## config.mk

```make
export PLATFORM = sky130hd
export DESIGN_NAME = rf_cmd_initiator
export DESIGN_NICKNAME = d
export VERILOG_FILES = /design/src/rtl/rf_cmd_pkg.sv /design/src/rtl/rf_cmd_timer.sv /design/src/rtl/rf_cmd_initiator.sv
export SDC_FILE = /design/constraint.sdc
export NUM_CORES = 1
export LEC_CHECK = 0
export CORE_ASPECT_RATIO = 1.5
export CORE_MARGIN = 2
export CORE_UTILIZATION = 45
export DETAILED_ROUTE_END_ITERATION = 12
export DONT_BUFFER_PORTS = 1
export PLACE_DENSITY_LB_ADDON = 0.08
export SKIP_LAST_GASP = 1
export SYNTH_ARGS = -nofsm -noshare
export SYNTH_HDL_FRONTEND = slang
export SYNTH_SLANG_ARGS = --single-unit
```

## constraint.sdc

```tcl
create_clock -name clk_i -period 5 [get_ports clk_i]
set_input_delay 0.5 -clock clk_i [delete_from_list [all_inputs] [get_ports clk_i]]
set_output_delay 0.5 -clock clk_i [all_outputs]
set_load 0.05 [all_outputs]
```

## src/rtl/rf_cmd_pkg.sv

```systemverilog
// Shared types and the command-byte packer for the 1-byte UART register-file protocol.
package rf_cmd_pkg;

    typedef enum logic [1:0] {
        IDLE,
        SEND,
        WAIT,
        RESP
    } state_e;

    typedef enum logic [1:0] {
        ERR_OK      = 2'b00,
        ERR_TIMEOUT = 2'b01,
        ERR_BADRSP  = 2'b10
    } rsp_err_e;

    localparam logic [7:0] STRAY_MAX = 8'hFF;

    // Command byte is {we, addr, data}; data_w says where addr starts in the low 7 bits.
    function automatic logic [7:0] pack_cmd(input logic we, input logic [6:0] addr,
                                            input logic [6:0] data, input int unsigned data_w);
        logic [6:0] payload;
        payload = (addr << data_w) | data;
        return {we, payload};
    endfunction

endpackage

```

## src/rtl/rf_cmd_timer.sv

```systemverilog
// Loadable down-counter used as the response timeout; stops at zero.
module rf_cmd_timer #(
    parameter int unsigned WIDTH = 12
) (
    input  logic             clk_i,
    input  logic             rst_ni,
    input  logic             load_i,
    input  logic             en_i,
    input  logic [WIDTH-1:0] load_val_i,
    output logic             zero_o
);

    logic [WIDTH-1:0] cnt_q;

    always_ff @(posedge clk_i or negedge rst_ni) begin
        if (!rst_ni) begin
            cnt_q <= '0;
        end else if (load_i) begin
            cnt_q <= load_val_i;
        end else if (en_i && (cnt_q != '0)) begin
            cnt_q <= cnt_q - 1'b1;
        end
    end

    assign zero_o = (cnt_q == '0);

endmodule

```

## src/rtl/rf_cmd_initiator.sv

```systemverilog
// Host-side initiator: packs a register request into one UART byte, sends it,
// and waits (with timeout) for the single response byte.
module rf_cmd_initiator
    import rf_cmd_pkg::*;
#(
    parameter int unsigned RF_ADDR_WIDTH  = 3,
    parameter int unsigned RF_DATA_WIDTH  = 4,
    parameter int unsigned TIMEOUT_CYCLES = 4096
) (
    input  logic                     clk_i,
    input  logic                     rst_ni,
    input  logic                     req_valid_i,
    output logic                     req_ready_o,
    input  logic                     req_we_i,
    input  logic [RF_ADDR_WIDTH-1:0] req_addr_i,
    input  logic [RF_DATA_WIDTH-1:0] req_data_i,
    output logic                     rsp_valid_o,
    output logic [RF_DATA_WIDTH-1:0] rsp_data_o,
    output logic [1:0]               rsp_err_o,
    output logic                     tx_valid_o,
    input  logic                     tx_ready_i,
    output logic [7:0]               tx_data_o,
    input  logic                     rx_valid_i,
    input  logic [7:0]               rx_data_i,
    output logic                     busy_o,
    output logic [7:0]               stray_cnt_o
);

    localparam int unsigned TW = $clog2(TIMEOUT_CYCLES);

    if (RF_ADDR_WIDTH + RF_DATA_WIDTH != 7) begin : g_width_check
        $error("rf_cmd_initiator: RF_ADDR_WIDTH + RF_DATA_WIDTH must equal 7");
    end
    if (TIMEOUT_CYCLES < 2) begin : g_timeout_check
        $error("rf_cmd_initiator: TIMEOUT_CYCLES must be at least 2");
    end

    state_e                   state_q;
    logic [7:0]               tx_data_q;
    logic                     rsp_valid_q;
    logic [RF_DATA_WIDTH-1:0] rsp_data_q;
    rsp_err_e                 rsp_err_q;
    logic [7:0]               stray_q;
    logic                     timer_zero;
    logic                     timer_load;
    logic                     timer_en;

    assign timer_load = (state_q == SEND) && tx_ready_i;
    assign timer_en   = (state_q == WAIT);

    rf_cmd_timer #(
        .WIDTH (TW)
    ) u_timer (
        .clk_i      (clk_i),
        .rst_ni     (rst_ni),
        .load_i     (timer_load),
        .en_i       (timer_en),
        .load_val_i (TW'(TIMEOUT_CYCLES - 1)),
        .zero_o     (timer_zero)
    );

    always_ff @(posedge clk_i or negedge rst_ni) begin
        if (!rst_ni) begin
            state_q     <= IDLE;
            tx_data_q   <= '0;
            rsp_valid_q <= 1'b0;
            rsp_data_q  <= '0;
            rsp_err_q   <= ERR_OK;
            stray_q     <= '0;
        end else begin
            rsp_valid_q <= 1'b0;
            // Any rx byte that arrives while no command is outstanding is dropped and counted.
            if (rx_valid_i && (state_q != WAIT) && (stray_q != STRAY_MAX)) begin
                stray_q <= stray_q + 8'd1;
            end
            unique case (state_q)
                IDLE: begin
                    if (req_valid_i) begin
                        tx_data_q <= pack_cmd(req_we_i, 7'(req_addr_i),
                                              req_we_i ? 7'(req_data_i) : 7'd0, RF_DATA_WIDTH);
                        state_q   <= SEND;
                    end
                end
                SEND: begin
                    if (tx_ready_i) begin
                        state_q <= WAIT;
                    end
                end
                WAIT: begin
                    // A byte on the last timer cycle still counts as a valid response.
                    if (rx_valid_i) begin
                        rsp_data_q  <= rx_data_i[RF_DATA_WIDTH-1:0];
                        rsp_err_q   <= (rx_data_i[7:RF_DATA_WIDTH] != '0) ? ERR_BADRSP : ERR_OK;
                        rsp_valid_q <= 1'b1;
                        state_q     <= RESP;
                    end else if (timer_zero) begin
                        rsp_data_q  <= '0;
                        rsp_err_q   <= ERR_TIMEOUT;
                        rsp_valid_q <= 1'b1;
                        state_q     <= RESP;
                    end
                end
                RESP: begin
                    state_q <= IDLE;
                end
                default: begin
                    state_q <= IDLE;
                end
            endcase
        end
    end

    assign req_ready_o = (state_q == IDLE);
    assign busy_o      = (state_q != IDLE);
    assign tx_valid_o  = (state_q == SEND);
    assign tx_data_o   = tx_data_q;
    assign rsp_valid_o = rsp_valid_q;
    assign rsp_data_o  = rsp_data_q;
    assign rsp_err_o   = rsp_err_q;
    assign stray_cnt_o = stray_q;

endmodule

```

* Yosys cells after proc, flatten, opt, wreduce, memory -nomap -nowiden
Cells that the tools add are included.
** Word-level totals
- Input port bits :: 21
- Output and inout bits :: 26
- Flip-flop bits (word level) :: 37
** Operators by class
- Add/subtract/negate cells :: 2
- Reductions and logical operators :: 14
- Equal/unequal tests :: 8
- Multiplexer cells :: 16
- Bitwise gates (word level) :: 1
** Operators by type and width (count)
- $mux W12 :: 2
- $mux W2 :: 7
- $logic_not A12 Y1 :: 1
- $mux W4 :: 3
- $reduce_bool A12 Y1 :: 1
- $sub A12 B1 Y12 const B :: 1
- $add A8 B1 Y8 const B :: 1
- $ne A8 B8 Y1 const B :: 1
- $pmux W2 S4 :: 1
- $or A7 B4 Y7 :: 1
- $reduce_bool A2 Y1 :: 3
- $eq A2 B2 Y1 const B :: 2
- $logic_and A1 B1 Y1 :: 4
- $ne A2 B2 Y1 const B :: 2
- $reduce_and A2 Y1 :: 2
- $reduce_bool A4 Y1 :: 1
- $mux W1 :: 3
- $ne A3 B3 Y1 const B :: 1
- $reduce_and A3 Y1 :: 1
- $eq A2 B1 Y1 const B :: 1
- $logic_not A2 Y1 :: 1
- $ne A2 B1 Y1 const B :: 1

* Longest topological paths before layout
Gate-level depths: netlist (run 1).
- Depth after elaboration :: 4
- Gate-level depth with buffers :: 7
- Depth with buffers taken out :: 6

* Hierarchy
From an unflattened synthesis (run 1), not the netlist that was laid out.
** Second synthesis, totals
- Cells, all modules :: 184
- Area, all modules :: 1914.3 µm²
** By module, submodules not included
- rf_cmd_initiator :: seq. area each 625.6 µm², times used 1, area an instance 1116.1 µm², cells an instance 95
- rf_cmd_timer :: seq. area each 300.3 µm², times used 1, area an instance 798.3 µm², cells an instance 89

* Worst setup path after synthesis (run 1)
OpenSTA, ideal clock, no wires.
- Kind :: register to register
- From :: register state_q[0]
- To :: register state_q[1]
- Arrival :: 1.992 ns
- Period minus slack after synthesis :: 2.117 ns
- Path slack :: 2.883 ns
- Stages on the path, launching flop included :: 7
- Path buffers :: 0
- Cells stage by stage :: dfrtp_1 -> inv_1 -> ha_1 -> inv_1 -> o22ai_1 -> o21ba_2 -> mux2_2
** Between the ends
- Longest elaborated chain between the ends :: 3
** Ends and longest elaborated chain
- start: declaration :: line rf_cmd_initiator.sv:38 : state_e state_q;
- start signal: assignment :: line rf_cmd_initiator.sv:64 : state_q <= IDLE;
- start signal: assignment :: line rf_cmd_initiator.sv:81 : state_q <= SEND;
- start signal: assignment :: line rf_cmd_initiator.sv:86 : state_q <= WAIT;
- $logic_not A2 Y1 *
- net req_ready_o :: line rf_cmd_initiator.sv:13 : output logic req_ready_o,
- $ne A2 B2 Y1 (no source line)
- $reduce_and A3 Y1 (no source line)
Mark *: on every way through the listed nets, which the timed path passes. The rest lies on a longest branch.
A chain may end at the register's enable or synchronous reset.

* Worst setup path after layout (run 1)
- From :: register u_timer.cnt_q[0]
- To :: register rsp_data_q[1] (netlist: rsp_data_o[1])
** Between the ends
- Longest elaborated chain between the ends :: 3
** Ends and longest elaborated chain
- start: declaration :: line rf_cmd_timer.sv:13 : logic [WIDTH-1:0] cnt_q;
- start signal: assignment :: line rf_cmd_timer.sv:19 : cnt_q <= load_val_i;
- start signal: assignment :: line rf_cmd_timer.sv:21 : cnt_q <= cnt_q - 1'b1;
- $logic_not A12 Y1 :: line rf_cmd_timer.sv:25 : assign zero_o = (cnt_q == '0);
- $reduce_bool A2 Y1 (no source line)
- $reduce_and A2 Y1 (no source line)
- end signal: assignment :: line rf_cmd_initiator.sv:92 : rsp_data_q <= rx_data_i[RF_DATA_WIDTH-1:0];
- end: declaration :: line rf_cmd_initiator.sv:41 : logic [RF_DATA_WIDTH-1:0] rsp_data_q;
Every way passes these cells.

==> results of run 1 <==
[cell type report]
| class | count | area share [%] |
|---|---|---|
| sequential | 37 | 48.9 |
| multi-input combinational | 108 | 40.8 |
| clock buffer | 6 | 3.84 |
| tap | 43 | 2.84 |
| inverter | 10 | 1.98 |
| timing repair buffer | 1 | 1.06 |
| clock inverter | 2 | 0.529 |
[flip-flops by register name, summed over array words and instances (netlist names)]
signal / cells
rsp_err_o: 2
rsp_data_o: 4
state_q: 2
u_timer.cnt_q: 12
rsp_valid_o: 1
stray_cnt_o: 8
tx_data_o: 8
[Yosys cell counts, drive strengths merged (2+ instances only)]
library cell	count	area (µm²)
a22o	5	43.8
and2	3	18.8
buf	2	10.0
clkbuf	2	7.51
dfrtp	37	926
ha	7	87.6
inv	10	37.5
mux2	6	67.6
nand2	20	75.1
nand3	8	40.0
nand4	3	18.8
nor2	6	22.5
nor3	2	15.0
o211ai	6	45.0
o21ai	6	33.8
o31ai	4	35.0
or3	3	18.8
or4	4	33.8
or4b	2	20.0
xnor2	7	61.3
[worst max-delay path by stage]
stage	startpoint	end	slack, ns	cells after the start
2_1_floorplan	state_q[0]	state_q[1]	2.88	6
3_3_place_gp	u_timer.cnt_q[0]	rsp_data_o[2]	2.69	6
3_5_place_dp	u_timer.cnt_q[0]	rsp_data_o[1]	2.59	6
4_1_cts	u_timer.cnt_q[0]	rsp_data_o[1]	2.58	6
5_1_grt	u_timer.cnt_q[0]	rsp_data_o[1]	2.41	6
6_report	u_timer.cnt_q[0]	rsp_data_o[1]	2.63	6
[power breakdown]
group	switching, mW	internal [mW]
clock network	0.101	0.0965
logic	0.192	0.143
registers	0.366	0.397
[layer usage]
layer | global-route usage (%) | wire (µm) | vias up
li1 | - | - | 578
met1 | 20.4 | 1370 | 575
met2 | 27.5 | 1750 | 34
met3 | 5.76 | 203 | 5
met4 | 7.56 | 65 | 0
met5 | 0 | 0 | -
[kinds of logic after synthesis]
group | count (synthesis) | share of synthesized area, %
fa+ha+maj | 7 | 5.00
compound gates | 29 | 13.1
xor+xnor | 8 | 4.00
simple gates | 58 | 18.1
mux | 6 | 3.85
buf+inv | 14 | 3.14
flops | 37 | 52.8
[cells in the final DEF, fill, tap and decap left out, types with 5 or more instances in the layout]
cell / netlist / layout
mux2_2: 6 / 6
nand2_1: 20 / 20
clkbuf_8: 0 / 5
dfrtp_1: 37 / 37
o21ai_0: 5 / 5
inv_1: 10 / 10
nor2_1: 6 / 6
o211ai_1: 6 / 6
nand3_1: 8 / 8
xnor2_1: 7 / 7
a22o_1: 5 / 5
ha_1: 7 / 7
[metrics by stage]
stage	setup slack [ns]	cell area, µm²	hold slack (ns)	utilization, %
2_1_floorplan	2.88	1750	0.204	-
3_3_place_gp	2.69	1790	0.205	48.1
3_5_place_dp	2.59	1790	0.205	48.1
4_1_cts	2.58	1890	0.0437	50.9
5_1_grt	2.41	1890	0.0456	50.9
6_report	2.63	1890	0.0356	50.9
==> results.sh, run 1 <==
export IMPL_dieArea_mm2=0.00442
export IMPL_synth_flop_cell="dfrtp_1"
export IMPL_fillers=354
export IMPL_grt_pass1_vias=1195
export IMPL_place_congestion=0.807
export IMPL_period_needed_ns=2.37
export IMPL_multiInputGateArea_um2=772
export IMPL_crit_type="reg2reg"
export IMPL_initial_core_util_pct=47.2
export IMPL_finalCritPeriodShare_pct=47.5
export IMPL_r2r_start="u_timer.cnt_q[0]"
export IMPL_portBuffers=0
export IMPL_die_height_um=80.4
export IMPL_ys_types=41
export IMPL_grt_pass1_wl_mm=5.44
export IMPL_final_setup_viol_count=0
export IMPL_rsz0062_at_grt="no"
export IMPL_finalPower_mw=1.29
export IMPL_peakVddDrop_v=0.000424
export IMPL_clk_path_buf_depth=2
export IMPL_tightestPinTransition_ns=0.842
export IMPL_start_kind="flop"
export IMPL_clkLatencyLatePin_ns=0.28
export IMPL_r2r_setup_slack_ns=2.63
export IMPL_diodes=0
export IMPL_area_delta_synth_final_pct=7.92
export IMPL_cts_buffers=5
export IMPL_core_region_area_mm2=0.00372
export IMPL_cts_max_level=2
export IMPL_cp_num_buf_inv=1
export IMPL_hp_class="in2async"
export IMPL_finalHoldViolations=0
export IMPL_p_per_area_mw_per_mm2=684
export IMPL_ioPinCount=47
export IMPL_final_cells=207
export IMPL_cts_hold_buffers=1
export IMPL_vias=1192
export IMPL_grt_start_max_net_pins=38
export IMPL_dr_pass1_iters=4
export IMPL_slowest_stage="nor3_2"
export IMPL_crit_arrival_ns=2.54
export IMPL_drc=0
export IMPL_clock_sinks=37
export IMPL_maxCapViolations=0
export IMPL_yosysWarnings=0
export IMPL_cpPeakStageDelay_ns=0.59
export IMPL_netlist_instances=159
export IMPL_grt_total_usage_pct=17.2
export IMPL_cts_root_buf="clkbuf_8"
export IMPL_crit_fanout=12
export IMPL_clkSlewWorstSetupHoldPaths_ns=0.07
export IMPL_max_freq_mhz=421
export IMPL_nets=191
export IMPL_report_final_slew_viol_count=0
export IMPL_ys_seq_elements=37
export IMPL_synth_async_reset_ratio_pct=100
export IMPL_cts_resized=0
export IMPL_finalClockSkew_ns=0.00657
export IMPL_syn_cell_area_mm2=0.00175
export IMPL_wire_per_inst_um=16.4
export IMPL_crit_chain="inv_1, ha_1, or4b_1, nor3_2, o21ai_2, a22o_1"
export IMPL_cts_tree="built"
export IMPL_drive_gt1_share_pct=12.8
export IMPL_ff2ff_path_depth=6
export IMPL_required_ns=5.17
export IMPL_antenna_found_initial=0
export IMPL_dieWidth_um=55.0
export IMPL_critPathTopFamily="simple AND/OR/NAND/NOR gates"
export IMPL_cp_end_kind="flop"
export IMPL_rows=27
export IMPL_cts_setup_buffers=0
export IMPL_dp_hpwl_mm=2.49
export IMPL_fin_tns_setup_ns=0
export IMPL_synth_fp_nets=187
export IMPL_drtIter0Drc=29
export IMPL_syn_avg_cell_area_um2=11.0
export IMPL_power_leakage_nw=0.774
export IMPL_synth_edff_count=0
export IMPL_r2r_end="rsp_data_o[1]"
export IMPL_seq_area_frac_synth_pct=52.8
export IMPL_slew_headroom_pct=43.1
export IMPL_via_per_inst=5.76
export IMPL_outcome="finished, final reports clean"
export IMPL_placedCellCount=198
export IMPL_ant_nets=0
export IMPL_seq_area_um2=926
export IMPL_drt_wl_total_mm=3.40
export IMPL_grt_ovfl_total=0
No activity file was read; power rests on OpenSTA's default activity.
==> inputs of run 2 (changes only) <==
==> constraint.sdc (replaced) <==
create_clock -name clk_i -period 2.1 [get_ports clk_i]
set_input_delay 0.21 -clock clk_i [delete_from_list [all_inputs] [get_ports clk_i]]
set_output_delay 0.21 -clock clk_i [all_outputs]
set_load 0.05 [all_outputs]
==> run 2 against run 1 <==
Against the previous run: fmax is 16% higher; via count rose by 6.9%; wire length increased by 8.5%; non-clock buffer count grew 20; total power increased to 2.6 times the previous value; setup slack lost 2.6 ns.
==> results.sh, run 2 (synthesized netlist as in run 1, its figures left out) <==
export IMPL_fin_ws_ns=0.0608
export IMPL_p_int_mw=1.70
export IMPL_hold_slack_ns=0.0557
export IMPL_drc=0
export IMPL_grt_pass1_wl_mm=6.20
export IMPL_maxCapViolations=0
export IMPL_clk_path_buf_depth=2
export IMPL_grt_ovfl_total=0
export IMPL_tightestPinTransition_ns=0.555
export IMPL_start_kind="flop"
export IMPL_die_height_um=80.4
export IMPL_critPathTopFamily="simple AND/OR/NAND/NOR gates"
export IMPL_grt_total_usage_pct=19.5
export IMPL_power_frac_clock_pct=14.1
export IMPL_area_delta_synth_final_pct=18.0
export IMPL_finalClockSkew_ns=0.00401
export IMPL_cp_num_buf_inv=1
export IMPL_final_util_pct=55.7
export IMPL_clkSlewWorstSetupHoldPaths_ns=0.07
export IMPL_ant_nets=0
export IMPL_finalHoldViolations=0
export IMPL_dr_pass1_iters=4
export IMPL_power_share_switching_pct=48.8
export IMPL_drtIter0Drc=17
export IMPL_antenna_found_initial=0
export IMPL_power_frac_seq_pct=47.5
export IMPL_outcome="finished, final reports clean"
export IMPL_cts_buffers=5
export IMPL_fin_area_mm2=0.00207
export IMPL_max_freq_mhz=490
export IMPL_finalPower_mw=3.32
export IMPL_slowest_stage="or4b_4"
export IMPL_dieWidth_um=55.0
export IMPL_initial_core_util_pct=47.2
export IMPL_diodes=0
export IMPL_peakVddDrop_v=0.00109
export IMPL_largest_register_ffs=12
export IMPL_grt_start_max_net_pins=38
export IMPL_cts_tree="built"
export IMPL_drt_wl_total_mm=3.68
export IMPL_vias=1274
export IMPL_placedCellCount=216
export IMPL_drive_gt1_share_pct=22.8
export IMPL_required_ns=2.27
export IMPL_crit_type="reg2reg"
export IMPL_dp_hpwl_mm=2.74
export IMPL_power_leakage_nw=0.869
export IMPL_rows=27
export IMPL_cpPeakStageDelay_ns=0.49
export IMPL_crit_fanout=4
export IMPL_place_congestion=0.815
export IMPL_r2r_setup_slack_ns=0.06
export IMPL_report_final_slew_viol_count=0
export IMPL_wire_per_inst_um=16.2
export IMPL_final_setup_viol_count=0
export IMPL_portBuffers=0
export IMPL_crit_arrival_ns=2.21
export IMPL_clkLatencyLatePin_ns=0.28
export IMPL_via_per_inst=5.61
export IMPL_layout_common_cells="dfrtp_1, nand2_1, buf_4"
export IMPL_dpl_cell_area_mm2=0.00193
export IMPL_finalCritPeriodShare_pct=97.1
export IMPL_nets=211
export IMPL_dieArea_mm2=0.00442
export IMPL_cts_max_level=2
export IMPL_core_region_area_mm2=0.00372
export IMPL_p_switching_mw=1.62
export IMPL_combPwrFrac_pct=38.4
export IMPL_p_per_area_mw_per_mm2=1600
export IMPL_ioPinCount=47
export IMPL_regMostFlops="u_timer.cnt_q"
export IMPL_grt_pass1_vias=1373
export IMPL_cts_root_buf="clkbuf_8"
export IMPL_final_cells=227
export IMPL_final_common_cell="dfrtp_1"
export IMPL_cp_end_kind="flop"
export IMPL_period_needed_ns=2.04
export IMPL_fin_tns_setup_ns=0
export IMPL_slew_headroom_pct=63.0
export IMPL_crit_chain="inv_1, ha_1, or4b_4, o31ai_4, o21ba_4, mux2_2"
export IMPL_clock_sinks=37
export IMPL_pre_cts_slack_ns=0.0872
export IMPL_hp_class="in2reg"
==> run 2: worst paths after layout <==
path	start	end	cells after the start
max in group asynchronous	rst_ni	tx_data_o[5]	2
max	u_timer.cnt_q[1]	state_q[1]	6
max reg2reg	u_timer.cnt_q[1]	state_q[1]	6
min reg2reg	u_timer.cnt_q[10]	u_timer.cnt_q[10]	2
min	rx_data_i[1]	rsp_data_o[1]	1
min in group asynchronous	rst_ni	u_timer.cnt_q[9]	2
==> run 2: power groups by stage <==
stage,Sequential (mW),Combinational (mW),Clock (mW)
6_report,1.58,1.28,0.468
5_1_grt,1.61,1.42,0.507
4_1_cts,1.57,1.25,0.481
3_5_place_dp,1.59,1.23,0
3_3_place_gp,1.57,1.19,0
2_1_floorplan,1.77,0.692,0
==> run 2: worst register-to-register path, stage by stage (launching register included) <==
cell and delay (ns):
dfrtp_1 0.41, inv_1 0.09, ha_1 0.13, or4b_4 0.49, o31ai_4 0.31, o21ba_4 0.17, mux2_2 0.33
==> run 2: area by class of cell <==
type	instances	area (µm²)
clock buffers	8	80.1
fillers	344	1650
inverters	10	37.5
multi-input cells	108	798
flip-flops and latches	37	926
well taps	43	53.8
repair buffers	21	173
==> run 2: layer usage <==
layer  track usage (%)  wire length (µm)  vias to the layer above
li1                  -                 -                      621
met1              22.3              1430                      624
met2              33.1              2010                       25
met3              5.58               181                        4
met4              7.32                59                        0
met5                 0                 0                        -
==> run 2: timing repair <==
action                                  CTS  global route
endpoints found under the setup margin    0             6
hold buffers                              2             0
setup buffers                             0             1
gates resized for setup                   0             5
endpoints found under the hold margin    37             0
